--- config.mk ---
export PLATFORM = sky130hd
export DESIGN_NAME = capture_controller
export DESIGN_NICKNAME = d
export VERILOG_FILES = /design/src/rtl/capture_controller.sv
export SDC_FILE = /design/constraint.sdc
export NUM_CORES = 1
export LEC_CHECK = 0
export CORE_ASPECT_RATIO = 1.2
export CORE_UTILIZATION = 55
export DETAILED_ROUTE_END_ITERATION = 10
export PLACE_DENSITY = 0.8
export SLEW_MARGIN = 30
export SYNTH_ARGS = -nofsm -noshare
export SYNTH_HDL_FRONTEND = slang
export SYNTH_SLANG_ARGS = --single-unit
--- constraint.sdc ---
create_clock -name clock -period 5.2 [get_ports clock]
set_clock_uncertainty 0.2 [all_clocks]
set_input_delay 0.52 -clock clock [delete_from_list [all_inputs] [get_ports clock]]
set_output_delay 0.52 -clock clock [all_outputs]
set_load 0.05 [all_outputs]
--- src/rtl/capture_controller.sv ---
// Logic-analyzer capture sequencer: circular pre/post-trigger capture into the
// sample BRAM, then newest-first readout of the window to the UART.
module capture_controller #(
  parameter int SAMPLE_WIDTH = 8,
  parameter int ADDR_WIDTH   = 10
) (
  input  logic                    clock,
  input  logic                    ext_reset,
  input  logic                    reset,
  input  logic                    arm,
  input  logic                    run,
  input  logic                    sample_valid,
  input  logic [SAMPLE_WIDTH-1:0] sample_in,
  input  logic [15:0]             read_count,
  input  logic [15:0]             delay_count,
  output logic                    mem_we,
  output logic [ADDR_WIDTH-1:0]   mem_addr,
  output logic [SAMPLE_WIDTH-1:0] mem_wdata,
  input  logic [SAMPLE_WIDTH-1:0] mem_rdata,
  output logic [SAMPLE_WIDTH-1:0] tx_data,
  output logic                    tx_start,
  input  logic                    transmit_busy,
  output logic                    capturing,
  output logic                    busy,
  output logic                    done
);

  typedef enum logic [2:0] {
    S_IDLE,
    S_ARMED,
    S_POST,
    S_LOAD,
    S_RD_ADDR,
    S_RD_WAIT,
    S_TX_REQ,
    S_TX_WAIT
  } state_t;

  localparam logic [ADDR_WIDTH-1:0] A_ONE = 1;
  localparam logic [15:0] C_ONE = 16'd1;
  // Readout can never exceed one full buffer.
  localparam logic [15:0] MAX_REM =
    16'((32'd1 << ADDR_WIDTH) - 32'd1);

  state_t r_state;
  state_t w_next;

  logic [ADDR_WIDTH-1:0]   r_wr_ptr;
  logic [ADDR_WIDTH-1:0]   r_rd_ptr;
  logic [15:0]             r_post_cnt;
  logic [15:0]             r_delay;
  logic [15:0]             r_read;
  logic [15:0]             r_remain;
  logic [SAMPLE_WIDTH-1:0] r_tx_data;
  logic                    r_tx_start;
  logic                    r_done;
  logic                    r_first;

  logic                  w_we;
  logic                  w_tx_go;
  logic                  w_last;
  logic                  w_step;
  logic                  w_post_done;
  logic [15:0]           w_clamp;
  logic [ADDR_WIDTH-1:0] w_addr;

  assign w_post_done = (r_post_cnt == r_delay);
  assign w_clamp = (r_read > MAX_REM) ? MAX_REM : r_read;

  always_ff @(posedge clock or posedge ext_reset) begin
    if (ext_reset) r_state <= S_IDLE;
    else           r_state <= w_next;
  end

  always_comb begin
    w_next  = r_state;
    w_we    = 1'b0;
    w_tx_go = 1'b0;
    w_last  = 1'b0;
    w_step  = 1'b0;
    case (r_state)
      S_IDLE: if (arm) w_next = S_ARMED;
      S_ARMED: begin
        w_we = sample_valid;
        if (run) w_next = S_POST;
      end
      S_POST: begin
        if (w_post_done) w_next = S_LOAD;
        else             w_we   = sample_valid;
      end
      S_LOAD:    w_next = S_RD_ADDR;
      S_RD_ADDR: w_next = S_RD_WAIT;
      S_RD_WAIT: w_next = S_TX_REQ;
      S_TX_REQ: begin
        if (!transmit_busy) begin
          w_tx_go = 1'b1;
          w_next  = S_TX_WAIT;
        end
      end
      S_TX_WAIT: begin
        // First cycle skipped: busy only rises the cycle after tx_start.
        if (!r_first && !transmit_busy) begin
          if (r_remain == 16'd0) begin
            w_last = 1'b1;
            w_next = S_IDLE;
          end else begin
            w_step = 1'b1;
            w_next = S_RD_ADDR;
          end
        end
      end
      default: w_next = S_IDLE;
    endcase
    if (reset) begin
      w_next  = S_IDLE;
      w_we    = 1'b0;
      w_tx_go = 1'b0;
      w_last  = 1'b0;
      w_step  = 1'b0;
    end
  end

  always_comb begin
    w_addr = '0;
    case (r_state)
      S_ARMED, S_POST: w_addr = r_wr_ptr;
      S_RD_ADDR, S_RD_WAIT,
      S_TX_REQ, S_TX_WAIT: w_addr = r_rd_ptr;
      default: w_addr = '0;
    endcase
  end

  always_ff @(posedge clock or posedge ext_reset) begin
    if (ext_reset) begin
      r_wr_ptr   <= '0;
      r_rd_ptr   <= '0;
      r_post_cnt <= '0;
      r_delay    <= '0;
      r_read     <= '0;
      r_remain   <= '0;
      r_tx_data  <= '0;
      r_tx_start <= 1'b0;
      r_done     <= 1'b0;
      r_first    <= 1'b0;
    end else if (reset) begin
      r_wr_ptr   <= '0;
      r_rd_ptr   <= '0;
      r_post_cnt <= '0;
      r_delay    <= '0;
      r_read     <= '0;
      r_remain   <= '0;
      r_tx_data  <= '0;
      r_tx_start <= 1'b0;
      r_done     <= 1'b0;
      r_first    <= 1'b0;
    end else begin
      r_tx_start <= w_tx_go;
      r_done     <= w_last;
      if (w_we) r_wr_ptr <= r_wr_ptr + A_ONE;
      case (r_state)
        S_IDLE: begin
          if (arm) begin
            r_read     <= read_count;
            r_delay    <= delay_count;
            r_wr_ptr   <= '0;
            r_post_cnt <= '0;
          end
        end
        S_POST: if (w_we) r_post_cnt <= r_post_cnt + C_ONE;
        S_LOAD: begin
          r_rd_ptr <= r_wr_ptr - A_ONE;
          r_remain <= w_clamp;
        end
        S_RD_WAIT: r_tx_data <= mem_rdata;
        S_TX_REQ:  if (w_tx_go) r_first <= 1'b1;
        S_TX_WAIT: begin
          r_first <= 1'b0;
          if (w_step) begin
            r_rd_ptr <= r_rd_ptr - A_ONE;
            r_remain <= r_remain - C_ONE;
          end
        end
        default: ;
      endcase
    end
  end

  assign mem_we    = w_we;
  assign mem_addr  = w_addr;
  assign mem_wdata = w_we ? sample_in : '0;
  assign tx_data   = r_tx_data;
  assign tx_start  = r_tx_start;
  assign done      = r_done;
  assign capturing = (r_state == S_ARMED) || (r_state == S_POST);
  assign busy      = (r_state != S_IDLE);

endmodule

==> metrics.md <==
| Metric | Value |
|---|---|
| Critical path class | `register to primary output` |
| Layout area overhead | `19.69%` |
| Worst skew pair latency | `roughly 350 ps` |
| Max Slew Vio Count | `0` |
| CP Max Fanout | `11` |
| Crit path capture | `mem_wdata[0]` |
| Max clock buf depth | `2` |
| Ys async rst share | `100.0%` |
| Setup TNS | `0 ps` |
| Max-slew headroom | `between 30% and 40%` |
| Hold_buf cts | `0` |
| Die footprint | `0.01139 mm2` |
| R2R Path End | `r_rd_ptr[8]` |
| Reg clk slew, reported paths | `approximately 70 ps` |
| Crit path cell chain | `xor2_1, nor4_1, nand4_1, a21oi_1, buf_4, nor3b_1, clkdlybuf4s50_1` |
| Synthesized flop and latch total | `between 90 and 100` |
| PwrDens | `around 300 mW/mm2` |
| Netlist cell types | `76` |
| Core area | `between 0.01 and 0.015 mm2` |
| Drt total wl | `~17 mm` |
| Fin nets | `830` |
| Ant. Diodes | `0` |
| HPWL after detailed placement | `roughly 12 mm` |
| Startpoint Class | `register` |
| Post-CTS resize count | `0` |
| IR drop worst, VDD | `roughly 160 uV` |
| Final worst path period share | `roughly three quarters` |
| Yosys warns | `0` |
| Post-synth EDFFs | `0` |
| Clock sink count | `~100` |
| CTS H-tree lvls | `3` |
| Setup crit end kind | `primary output` |
| Antenna violations before repair | `0` |
| Mapped Cells | `~700` |
| Root buf cell | `clkbuf_16` |
| Syn avg cell area | `8.411 um2` |
| Synth area leaders | `dfrtp_1 (41%), nand2_1 (7.0%), a21oi_1 (5.7%)` |
| GRT Residual Overflow | `0` |
| Status | `completed` |
| Crit path depth | `7` |
| Largest net degree at the start of global routing | `66` |
| First-pass GRT wire length | `between 20 and 30 mm` |
| Placer Congestion | `0.9156` |
| Post-layout min period | `approximately 3900 ps` |
| Die Wd | `~98 um` |
| Yosys top cell area share | `40.66%` |
| FF-to-FF Start | `r_state[2]` |
| # DRC | `0` |
| Seq. cell area | `0.002452 mm2` |
| Most frequent cell after synthesis | `nand2_1` |
| Cell taking the most area after synthesis | `dfrtp_1` |
| Average routed wire per standard cell | `roughly 19 um` |
| Leakage power total | `between 3 and 4 nW` |
| IO Count | `between 80 and 90` |
| Drt pass-1 iters | `5` |
| HP Class | `register to register` |
| CP arrival | `3200 ps` |
| CP startpoint | `r_post_cnt[1]` |
| Max_cap viols | `0` |
| TritonCTS buffer count | `9` |
| Peak per-stage delay on the critical path | `approximately 720 ps` |
| Final Hold Viols | `0` |
| Fill count | `883` |
| Setup violations, final | `0` |
| Reg2reg path depth | `8` |
| DR vias | `roughly 6000` |
| Peak Freq | `roughly 260 MHz` |
| Initial core utilization | `57.07%` |
| Syn_nets | `just under 800` |
| # rows | `41` |
| Die span in y | `116.7 um` |
| Synth cell count leaders | `nand2_1 (113), dfrtp_1 (98), a21oi_1 (69)` |
| Fin area | `approximately 0.0072 mm2` |
| Layout cells sized above 1 | `approximately 6.6%` |
| Syn Std Cell Area | `~0.0060 mm2` |
| # port buffers | `85` |
| Worst Path Buf+Inv | `2` |
| Top FF cell, synth | `dfrtp_1` |
| Area of the multi-input gates | `approximately 0.0033 mm2` |
| Sequential-to-total area share from yosys stat | `40.66%` |
| CP delay by family, top | `simple AND/OR/NAND/NOR gates` |
| RSZ-0062 raised after global routing | `false` |
| CP max stage cell | `clkdlybuf4s50_1` |
| Vias in the first global route | `roughly 6000` |
| Routed Antenna Nets | `0` |
| Cell Area, Placed | `between 0.006 and 0.007 mm2` |
| Iter 0 DRT Violations | `between 500 and 600` |
| Post CTS Setup Buffer Count | `0` |
| WP data required | `4480 ps` |
| R2R setup slack | `between 1500 and 2000 ps` |
| Total track usage | `about a third` |
| CTS tree | `built` |
| Slew @ Worst Pin | `around 920 ps` |
| Vias per cell | `6.657` |
through the flow:
stage / hold WS, ps / cells / util, % / total power, mW / setup WS (ps)
finish: 329.5 / 904 / 68.30 / 2.172 / 1282
global route: 352.7 / 904 / 68.30 / 2.262 / 1043
CTS: 330.2 / 904 / 68.19 / 2.163 / 1288
detailed placement: 320.2 / 888 / 65.13 / 1.445 / 1660
global placement: 314.2 / 888 / 65.11 / 1.424 / 1710
floorplan: 279.3 / 717 / - / 1.275 / 1852
state kept, by name (all words and copies together) (netlist names):
signal / flops
done: 1
r_post_cnt: 16
r_read: 16
r_delay: 16
r_remain: 16
r_wr_ptr: 10
r_state: 3
tx_data: 8
tx_start: 1
r_rd_ptr: 10
r_first: 1
where the power goes:
| part | internal, mW | total (mW) | switching, mW |
|---|---|---|---|
| Clock | 0.417 | 0.726 | 0.308 |
| Combinational | 0.205 | 0.525 | 0.320 |
| Sequential | 0.830 | 0.922 | 0.0921 |
placed cells by master, fill, tap and decap left out, types with 4 or more instances in the layout:
| cell type | n |
|---|---|
| nor2_1 | 38 |
| a21oi_1 | 69 |
| xor2_1 | 18 |
| nand4_1 | 14 |
| o21ai_0 | 29 |
| o22a_1 | 5 |
| o31ai_1 | 5 |
| inv_1 | 17 |
| nand3_1 | 34 |
| mux2i_1 | 15 |
| a31oi_1 | 12 |
| or4_1 | 6 |
| a22o_1 | 14 |
| nor3_1 | 16 |
| and3_1 | 9 |
| dfrtp_1 | 98 |
| o221ai_1 | 4 |
| a211oi_1 | 4 |
| o22ai_1 | 5 |
| o211ai_1 | 5 |
| nand2_1 | 112 |
| ha_1 | 5 |
| clkdlybuf4s50_1 | 84 |
| nor4_1 | 18 |
| or3_1 | 14 |
| o2bb2ai_1 | 4 |
| nor2b_1 | 5 |
| nor3b_1 | 9 |
| buf_4 | 10 |
| clkbuf_16 | 9 |
worst register-to-register path: stages, from the launching register on:
cell and delay, ps:
dfrtp_1 630, buf_4 340, nand3_1 500, mux2i_1 340, ha_1 360, inv_1 190
nor4_1 300, o22ai_1 130, a22o_1 240
cell type report:
class / count / share of cell area, %
inverter: 18 / 0.9707
multi-input combinational: 548 / 45.59
clock buffer: 12 / 3.692
sequential: 98 / 33.97
clock inverter: 4 / 0.7800
timing repair buffer: 95 / 12.76
tap: 129 / 2.236
per-layer routing:
layer	up-vias	wire, um	global-route usage (%)
li1	2757	-	-
met1	2895	6875	38.11
met2	315	8686	55.10
met3	51	1258	5.087
met4	0	606	15.00
met5	-	0	0
cell families after synthesis:
group           after synthesis  share of synthesized area, %
compound gates              199                         21.87
xor+xnor                     20                         2.905
fa+ha+maj                     5                         1.037
buf+inv                      71                         5.000
flops                        98                         40.66
mux                          17                         2.863
simple gates                307                         25.66
how the worst min path moves through the flow:
stage,from,to,slack [ps],cells past startpoint
4_1_cts,r_read[15],r_read[15],330,2
6_report,tx_data[1],tx_data[1],330,2
3_3_place_gp,r_read[11],r_read[11],310,2
3_5_place_dp,r_read[15],r_read[15],320,2
5_1_grt,r_read[12],r_read[12],350,2
2_1_floorplan,r_post_cnt[13],r_post_cnt[13],280,1
Note: power is estimated with default switching activity, not from simulation.
